**config.mk**
```make
export PLATFORM = sky130hd
export DESIGN_NAME = record_packer_flat
export DESIGN_NICKNAME = d
export VERILOG_FILES = /design/src/rtl/tagger_pkg.sv /design/src/rtl/record_packer_if.sv /design/src/rtl/sync_fifo.sv /design/src/rtl/record_packer.sv /design/src/flat_wrapper.sv
export SDC_FILE = /design/constraint.sdc
export NUM_CORES = 1
export LEC_CHECK = 0
export CAP_MARGIN = 20
export CORE_MARGIN = 3
export CORE_UTILIZATION = 50
export CTS_CLUSTER_DIAMETER = 100
export CTS_CLUSTER_SIZE = 16
export DETAILED_ROUTE_END_ITERATION = 8
export MAX_ROUTING_LAYER = met4
export PLACE_DENSITY = 0.68
export SYNTH_ARGS = -nofsm -noshare
export SYNTH_HDL_FRONTEND = slang
export SYNTH_SLANG_ARGS = --single-unit
```
**constraint.sdc**
```tcl
create_clock -name clk -period 5.9 [get_ports clk]
set_clock_uncertainty 0.1 [all_clocks]
set_input_delay 1.18 -clock clk [delete_from_list [all_inputs] [get_ports clk]]
set_output_delay 1.18 -clock clk [all_outputs]
set_load 0.05 [all_outputs]
```
**src/rtl/tagger_pkg.sv**
```systemverilog
// rtl/tagger_pkg.sv - shared widths, lost-flag position and serializer states
package tagger_pkg;
  localparam int REC_WIDTH  = 47;
  localparam int WORD_WIDTH = 48;
  localparam int REC_BYTES  = 6;
  localparam int LOST_BIT   = 47;

  typedef enum logic {IDLE, SEND} state_t;
endpackage

```
**src/rtl/record_packer_if.sv**
```systemverilog
// rtl/record_packer_if.sv - byte stream toward the host interface
interface record_packer_if;
  logic [7:0] out_data;
  logic       out_valid;
  logic       out_ready;

  modport master (output out_data, output out_valid, input out_ready);
  modport slave  (input out_data, input out_valid, output out_ready);
endinterface

```
**src/rtl/sync_fifo.sv**
```systemverilog
// rtl/sync_fifo.sv - single-clock FIFO with head data visible combinationally
module sync_fifo #(
  parameter int WIDTH = 48,
  parameter int DEPTH = 16
) (
  input  logic                     clk,
  input  logic                     reset,
  input  logic                     clear,
  input  logic                     push,
  input  logic                     pop,
  input  logic [WIDTH-1:0]         wdata,
  output logic [WIDTH-1:0]         rdata,
  output logic                     full,
  output logic                     empty,
  output logic [$clog2(DEPTH):0]   count
);
  localparam int AW = $clog2(DEPTH);

  logic [WIDTH-1:0] mem [DEPTH];
  logic [AW-1:0]    wr_ptr;
  logic [AW-1:0]    rd_ptr;
  logic             do_push;
  logic             do_pop;

  // full is judged on the start-of-cycle count, so a same-cycle pop never frees a slot
  assign full    = (count == (AW+1)'(DEPTH));
  assign empty   = (count == '0);
  assign do_push = push & ~full & ~clear;
  assign do_pop  = pop & ~empty & ~clear;
  assign rdata   = mem[rd_ptr];

  always_ff @(posedge clk or posedge reset) begin
    if (reset) begin
      wr_ptr <= '0;
      rd_ptr <= '0;
      count  <= '0;
    end else if (clear) begin
      wr_ptr <= '0;
      rd_ptr <= '0;
      count  <= '0;
    end else begin
      if (do_push) wr_ptr <= wr_ptr + 1'b1;
      if (do_pop)  rd_ptr <= rd_ptr + 1'b1;
      if (do_push && !do_pop)      count <= count + 1'b1;
      else if (!do_push && do_pop) count <= count - 1'b1;
    end
  end

  always_ff @(posedge clk) begin
    if (do_push) mem[wr_ptr] <= wdata;
  end
endmodule

```
**src/rtl/record_packer.sv**
```systemverilog
// rtl/record_packer.sv - buffers tagger records and serializes them LSB-first as bytes
module record_packer
  import tagger_pkg::*;
#(
  parameter int DEPTH      = 16,
  parameter int LOST_WIDTH = 16
) (
  input  logic                     clk,
  input  logic                     reset,
  input  logic                     clear,
  input  logic                     data_rdy,
  input  logic [REC_WIDTH-1:0]     data,
  record_packer_if.master          host,
  output logic [$clog2(DEPTH):0]   fifo_count,
  output logic [LOST_WIDTH-1:0]    lost_count
);
  state_t                state;
  logic [WORD_WIDTH-1:0] head;
  logic [WORD_WIDTH-1:0] shift;
  logic [2:0]            byte_idx;
  logic                  valid_q;
  logic                  lost_pending;
  logic                  fifo_full;
  logic                  fifo_empty;
  logic                  last_byte;
  logic                  pop;

  assign last_byte = (byte_idx == 3'(REC_BYTES - 1));
  assign pop = ~clear & ~fifo_empty &
               ((state == IDLE) | ((state == SEND) & host.out_ready & last_byte));

  assign host.out_data  = shift[7:0];
  assign host.out_valid = valid_q;

  sync_fifo #(.WIDTH(WORD_WIDTH), .DEPTH(DEPTH)) u_fifo (
    .clk   (clk),
    .reset (reset),
    .clear (clear),
    .push  (data_rdy),
    .pop   (pop),
    .wdata ({lost_pending, data}),
    .rdata (head),
    .full  (fifo_full),
    .empty (fifo_empty),
    .count (fifo_count)
  );

  // lost_pending tags the next stored record so the host can see the gap
  always_ff @(posedge clk or posedge reset) begin
    if (reset) begin
      lost_pending <= 1'b0;
      lost_count   <= '0;
    end else if (clear) begin
      lost_pending <= 1'b0;
      lost_count   <= '0;
    end else if (data_rdy) begin
      if (fifo_full) begin
        lost_pending <= 1'b1;
        if (~&lost_count) lost_count <= lost_count + 1'b1;
      end else begin
        lost_pending <= 1'b0;
      end
    end
  end

  always_ff @(posedge clk or posedge reset) begin
    if (reset) begin
      state    <= IDLE;
      shift    <= '0;
      byte_idx <= '0;
      valid_q  <= 1'b0;
    end else if (clear) begin
      state    <= IDLE;
      byte_idx <= '0;
      valid_q  <= 1'b0;
    end else begin
      case (state)
        IDLE: begin
          if (!fifo_empty) begin
            shift    <= head;
            byte_idx <= '0;
            valid_q  <= 1'b1;
            state    <= SEND;
          end
        end
        SEND: begin
          if (host.out_ready) begin
            if (last_byte) begin
              // reload in the same edge to keep the stream gap-free
              if (!fifo_empty) begin
                shift    <= head;
                byte_idx <= '0;
              end else begin
                valid_q <= 1'b0;
                state   <= IDLE;
              end
            end else begin
              shift    <= shift >> 8;
              byte_idx <= byte_idx + 1'b1;
            end
          end
        end
        default: state <= IDLE;
      endcase
    end
  end
endmodule

```
**src/flat_wrapper.sv**
```systemverilog
// flat-port wrapper written by rule: the top's interface ports become plain ports
module record_packer_flat import tagger_pkg::*;
#(
  parameter int DEPTH      = 16,
  parameter int LOST_WIDTH = 16
)
  (clk, reset, clear, data_rdy, data, fifo_count, lost_count, host_out_data, host_out_valid, host_out_ready);
  record_packer_if host_i ();
  input  logic clk;
  input  logic reset;
  input  logic clear;
  input  logic data_rdy;
  input  logic [REC_WIDTH-1:0] data;
  output logic [$clog2(DEPTH):0] fifo_count;
  output logic [LOST_WIDTH-1:0] lost_count;
  output wire logic [$bits(host_i.out_data)-1:0] host_out_data;
  output wire logic [$bits(host_i.out_valid)-1:0] host_out_valid;
  input wire logic [$bits(host_i.out_ready)-1:0] host_out_ready;
  assign host_out_data = host_i.out_data;
  assign host_out_valid = host_i.out_valid;
  assign host_i.out_ready = host_out_ready;
  record_packer #(.DEPTH(DEPTH), .LOST_WIDTH(LOST_WIDTH)) u_core (.clk(clk), .reset(reset), .clear(clear), .data_rdy(data_rdy), .data(data), .host(host_i), .fifo_count(fifo_count), .lost_count(lost_count));
endmodule
```
After elaboration in Yosys (flattened, before gate mapping)
Memories as Yosys holds them, arrays and structs flattened.
Cells that the tools add are included.
{"block": "classes", "addsub": 6, "n_eq_ne": 8, "muxes": 36, "bitwise": 13, "reduce_logical": 14}
{"cell": "$mux 48", "count": 3}
{"cell": "$pmux 48 s2", "count": 1}
{"cell": "$mux 16", "count": 4}
{"cell": "$add 16x1->16 const B", "count": 1}
{"cell": "$mux 4", "count": 4}
{"cell": "$reduce_and 16->1", "count": 1}
{"cell": "$mux 5", "count": 3}
{"cell": "$mux 1", "count": 14}
{"cell": "$mux 3", "count": 4}
{"cell": "$ne 3x3->1 const B", "count": 4}
{"cell": "$add 4x1->4 const B", "count": 2}
{"cell": "$and 1x1->1", "count": 8}
{"cell": "$reduce_bool 2->1", "count": 4}
{"cell": "$pmux 3 s2", "count": 1}
{"cell": "$add 5x1->5 const B", "count": 1}
{"cell": "$eq 5x5->1 const B", "count": 1}
{"cell": "$logic_not 5->1", "count": 1}
{"cell": "$sub 5x1->5 const B", "count": 1}
{"cell": "$ne 2x2->1 const B", "count": 2}
{"cell": "$not 1->1", "count": 4}
{"cell": "$pmux 1 s2", "count": 2}
{"cell": "$reduce_and 4->1", "count": 1}
{"cell": "$add 3x1->3 const B", "count": 1}
{"cell": "$eq 3x3->1 const B", "count": 1}
{"cell": "other kinds (6)", "count": 8}
{"block": "totals", "reg_bits": 83, "mem_bits_rw": 768, "wordCells": 87, "mem_count": 1}
{"memory": "u_core.u_fifo.mem", "depth": 16, "word_bits": 48, "rd": 1, "rd_ports_with_merged_regs": 0, "wr": 1, "line_no": "sync_fifo.sv:19", "source": "logic [WIDTH-1:0] mem [DEPTH];"}

Logic depth before layout (Yosys ltp)
{"block": "depth", "ltp_word": 10, "depth_mapped": 12, "depth_no_buf": 11}

Cells and area by module
A second synthesis with hierarchy kept.
{"block": "unflattened", "hier_cells": 1485, "hier_area_um2": 33224.4}
{"mod": "sync_fifo", "n_inst": 1, "cells_per_inst": 1188, "area_per_inst_um2": 29937.5, "seq_area_each_um2": 23387.4}
{"mod": "record_packer", "n_inst": 1, "cells_per_inst": 297, "area_per_inst_um2": 3286.9, "seq_area_each_um2": 1751.7}

Worst setup path after synthesis
Ideal clock, no wire load.
{"block": "synth_timing", "path_type": "input to register", "startpoint": "in clear", "endpoint": "mem u_core.u_fifo.mem[0][0] (enable)", "setup_ns": 0.513, "arrival_time_ns": 4.974, "required_ns": 5.287, "path_slack_ns": 0.313, "cell_stages": 4, "cell_sequence": "clkbuf_1 nor2_1 nand2_1 nor3_1"}
{"block": "synth_via", "elab_chain_cells": 4}
{"item": "from (decl)", "line_no": "flat_wrapper.sv:11", "source": "input logic clear;"}
{"item": "$not 1->1 (no source line)"}
{"item": "$and 1x1->1", "line_no": "sync_fifo.sv:28", "source": "assign do_push = push & ~full & ~clear;"}
{"item": "$mux 1", "line_no": "sync_fifo.sv:50", "source": "if (do_push) mem[wr_ptr] <= wdata;"}
{"item": "$mux 1 (not written as such)", "line_no": "sync_fifo.sv:50"}
{"item": "to (decl)", "line_no": "sync_fifo.sv:19"}
No other way between the ends.

Worst setup path in the final report
{"block": "layout_timing", "startpoint": "in clear", "endpoint": "mem u_core.u_fifo.mem[10][40] (enable)"}
Same word-level chain as after synthesis.

==> results.env <==
OUTCOME='finished, final reports clean'
CTS_HOLD_BUFFERS=0
SYNTH_FLOP_CELL='sky130_fd_sc_hd__edfxtp_1'
ROUTEDLENGTHMET1_MM=30.60
DESIGN.PORTCOUNT=82
TIMING.FMAX_MHz=266.3
POWER_FRAC_COMB_PCT=18.8
GRT_START_MAX_NET_PINS=64
CLK_LAT_WORST_SKEW_NS=0.64
SYNTH_EDF_COUNT=768
ROUTE.ANTENNA.REMAINING_NETS=0
CELL_AREA_AFTER_SYNTHESIS_UM2=33120
ASYNC_RESET_FF_SHARE_PCT=9.753
POST-ROUTE-MIN-PERIOD_NS=3.756
GRT_PASS1_WL_MM=109.2
NETLIST_TOP_CELLS_AREA='sky130_fd_sc_hd__edfxtp_1 (70%), sky130_fd_sc_hd__mux4_2 (10%), sky130_fd_sc_hd__dfrtp_1 (6.3%)'
DIE_X_UM=263.4
CRITICAL_PATH.SLOWEST_CELL='sky130_fd_sc_hd__clkdlybuf4s50_1'
TOTAL_SWITCHING_POWER_mW=3.697
CLKPWRFRAC_PCT=28.4
COUNT_OF_BUFFERS_ADDED_BY_POST_CTS_TIMING_REPAIR_FOR_SETUP=0
POWER_DENSITY_nW_PER_UM2=370.8
ROUTE.VIAS.TOTAL=16470
SYNTH.DISTINCT_CELLS=53
REPORT.FINAL.HOLD_VIOL_COUNT=0
SYNTH_WARNINGS=0
WORSTPATHREQUIRED_NS=6.11
AREA_DELTA_SYNTH_FINAL_PCT=10.93
CELLLEAKAGEPOWER_nW=11.21
CELLINTERNALPOWER_mW=9.924
AREA_SHARE_OF_THE_LARGEST_CELL_TYPE_AFTER_SYNTHESIS_PCT=69.64
GRT_SETUP_UNREPAIRED='false'
REPORT.FINAL.SLEW_VIOL_COUNT=0
GR-TOTAL-OVERFLOW=0
TRITONCTS_NUM_SINKS=851
COMMONEST_NON_FILL_NON_TAP_CELL_IN_THE_LAYOUT='sky130_fd_sc_hd__edfxtp_1'
SYNTH_TOP_CELL_BY_AREA='sky130_fd_sc_hd__edfxtp_1'
POWER.TOTAL_mW=13.62
CPPEAKSTAGEDELAY_NS=0.86
H-TREE-DEPTH=2
SETUP-TNS-FINAL_NS=0
SYNTH_SEQ_CELLS=851
LENGTH_OF_ROUTED_MET3_WIRING_MM=4.293
CORE_OUTLINE_AREA_UM2=64930
FINAL_LAYOUT_SIZE_SUFFIX_GT1_SHARE_PCT=16.13
MOSTFREQUENTLAYOUTCELLS='sky130_fd_sc_hd__edfxtp_1 (768), sky130_fd_sc_hd__mux4_2 (152), sky130_fd_sc_hd__mux2i_1 (114)'
ELEMENT_TYPE_AT_THE_CRITICAL_PATH_START='input pin'
PATH_CELLS='clkdlybuf4s50_1 > nor2_1 > nand2_1 > nor2_4 > buf_12'
ROOT_BUFFER_MASTER='sky130_fd_sc_hd__clkbuf_16'
ROW_COUNT=93
WORST-PATH-MAX-FANOUT=26
CTS_TREE='done'
TOP_LAYER_USED='met4'
FLOORPLAN.INITIALDENSITY_PCT=51.00
FINISH.NET_COUNT=1863
CTS_RESIZED=0
VDD.IR_DROP.WORST_mV=0.2665
WORST_SLEW_PIN_SLEW_NS=1.032
NUMBER_OF_GLOBAL_ROUTE_VIAS_BEFORE_REPAIR=17280
FINALWEIGHTEDCONGESTION=0.7986
GLOBAL_ROUTE.USAGE.TOTAL_PCT=21.38
GRT_ANTENNA_BEFORE_REPAIR=2
TIMING.HOLD.WORST.CLASS='flip-flop to flip-flop'
SHARE_SEQ_OF_TOTAL_POWER_PCT=52.8
DETAIL_ROUTE.ITER0.VIOLATIONS=1628
SETUP_VIOL=0
BUFFER_PORTS.INSERTED=81
ROUTED_VIA_DENSITY=6.089
PRE_ANTENNA_DRT_ITERS=5
DIE_H_UM=263.4
MET2ROUTEDLENGTH_MM=34.44
WL_PER_CELL_UM=26.26
OVERALL_DIE_AREA_UM2=69360
CRITPATHCAPTURETYPE='flip-flop'
FRACTION_OF_THE_CYCLE_THE_FINAL_WORST_PATH_NEEDS_PCT=63.65
ROUTED_WL_MM=71.00
POWER.SHARE.SWITCHING_PCT=27.14
CLOCKBUFFERDEPTH=3
DRC_ERRORS=0
CLKTRANSATPATHREGS_NS=0.07
CP_DATA_ARRIVAL_TIME_NS=3.97
DP_HPWL_MM=40.20
SYNTH_SEQUENTIAL_AREA_RATIO_PCT=75.91
WORST_SLEW_MARGIN_REL_PCT=31.04
CTS_INSERTED_BUFFERS=59
NUMBER_OF_MAX_CAPACITANCE_VIOLATIONS_REPORTED=0
POSTSYNTHAREAPERCELL_UM2=19.24
CRIT_TYPE='input pin to flip-flop'
SYNTHESIS.INSTANCES=1721
SYN_NETS=1786
## cells by family after synthesis
kind of cell | after synthesis | synth area share (%)
compound gates | 210 | 4.009
fa+ha+maj | 13 | 0.5138
buf+inv | 112 | 1.700
simple gates | 237 | 3.144
mux | 275 | 14.09
xor+xnor | 23 | 0.6310
flops | 851 | 75.91
## metrics by stage
step	setup WS [ns]	hold WS, ns	cells	utilization, %	cell area [um^2]
final	2.144	0.4164	2704	56.58	36740
after global routing	1.962	0.4359	2704	56.58	36740
after CTS	2.157	0.4170	2702	56.57	36730
after detailed placement	1.499	0.3963	2592	53.92	35010
after global placement	1.614	0.3971	2592	53.92	35010
after floorplan	0.3129	0.3739	1721	-	33120
## registers in the layout (all words and copies together) (netlist names)
name                   count
u_core.u_fifo.mem        768
u_core.shift              48
u_core.lost_count         16
u_core.u_fifo.count        5
u_core.u_fifo.rd_ptr       4
u_core.u_fifo.wr_ptr       4
u_core.byte_idx            3
u_core.host.out_valid      1
u_core.lost_pending        1
u_core.state               1
## Yosys cell counts, types with 2 or more instances
master	number
sky130_fd_sc_hd__nor2b_1	3
sky130_fd_sc_hd__buf_4	13
sky130_fd_sc_hd__o22ai_1	41
sky130_fd_sc_hd__o21ai_0	40
sky130_fd_sc_hd__mux2i_1	114
sky130_fd_sc_hd__xnor2_1	17
sky130_fd_sc_hd__nor3_1	16
sky130_fd_sc_hd__buf_1	8
sky130_fd_sc_hd__o21ai_1	3
sky130_fd_sc_hd__a22o_1	9
sky130_fd_sc_hd__xor2_1	5
sky130_fd_sc_hd__nand2b_1	5
sky130_fd_sc_hd__mux4_2	152
sky130_fd_sc_hd__nand2_1	67
sky130_fd_sc_hd__ha_1	12
sky130_fd_sc_hd__nor4_2	2
sky130_fd_sc_hd__a31oi_1	40
sky130_fd_sc_hd__inv_1	7
sky130_fd_sc_hd__nor4b_1	2
sky130_fd_sc_hd__and2_1	3
sky130_fd_sc_hd__a221oi_1	9
sky130_fd_sc_hd__a211oi_1	2
sky130_fd_sc_hd__or3_1	2
sky130_fd_sc_hd__a21oi_1	39
sky130_fd_sc_hd__buf_2	45
sky130_fd_sc_hd__buf_6	5
sky130_fd_sc_hd__dfrtp_1	83
sky130_fd_sc_hd__nand4_1	4
sky130_fd_sc_hd__a22oi_1	18
sky130_fd_sc_hd__nor4_1	4
sky130_fd_sc_hd__nor2_1	109
sky130_fd_sc_hd__nand3_1	11
sky130_fd_sc_hd__edfxtp_1	768
sky130_fd_sc_hd__clkbuf_1	34
sky130_fd_sc_hd__and3_1	3
sky130_fd_sc_hd__mux2_2	9
## power groups by stage
stage	sequential, mW	combinational, mW	clock [mW]
floorplan	7.15	1.94	0
finish	7.19	2.57	3.87
global route	7.22	2.79	4.19
CTS	7.18	2.61	3.95
detailed placement	7.31	2.60	0
global placement	7.30	2.56	0
## final timing paths
path                       slack (ns)                    from                         to  cells after the start
hold / removal                   0.42        u_core.shift[44]           u_core.shift[44]                      1
setup reg to reg                 2.77  u_core.u_fifo.count[0]     u_core.u_fifo.count[4]                      9
setup / recovery                 2.14                   clear  u_core.u_fifo.mem[10][40]                      5
hold reg to reg                  0.42        u_core.shift[44]           u_core.shift[44]                      1
min in group asynchronous        0.85                   reset       u_core.lost_count[4]                      2
max in group asynchronous        3.70                   reset    u_core.u_fifo.rd_ptr[0]                      3
## critical path: cells and delay by family
| family | cells | cell delay, ns |
|---|---|---|
| AND/OR/NAND/NOR | 3 | 1.58 |
| buffers and inverters | 2 | 1.17 |
## per-layer routing
layer  up-vias  GRT usage (%)
li1       7078              -
met1      8748          30.10
met2       538          33.15
met3       101          3.542
met4         0          5.349
met5         -              -
## final cells by class
type | instances | area (um^2)
fill | 4840 | 28190
sequential | 851 | 25150
multi-input combinational | 758 | 7551
clock buffer | 107 | 1699
timing repair buffer | 121 | 1211
tap | 855 | 1070
inverter | 7 | 28.78
clock inverter | 3 | 18.77
antenna | 2 | 5.005
Note: power is estimated with default switching activity, not from simulation.
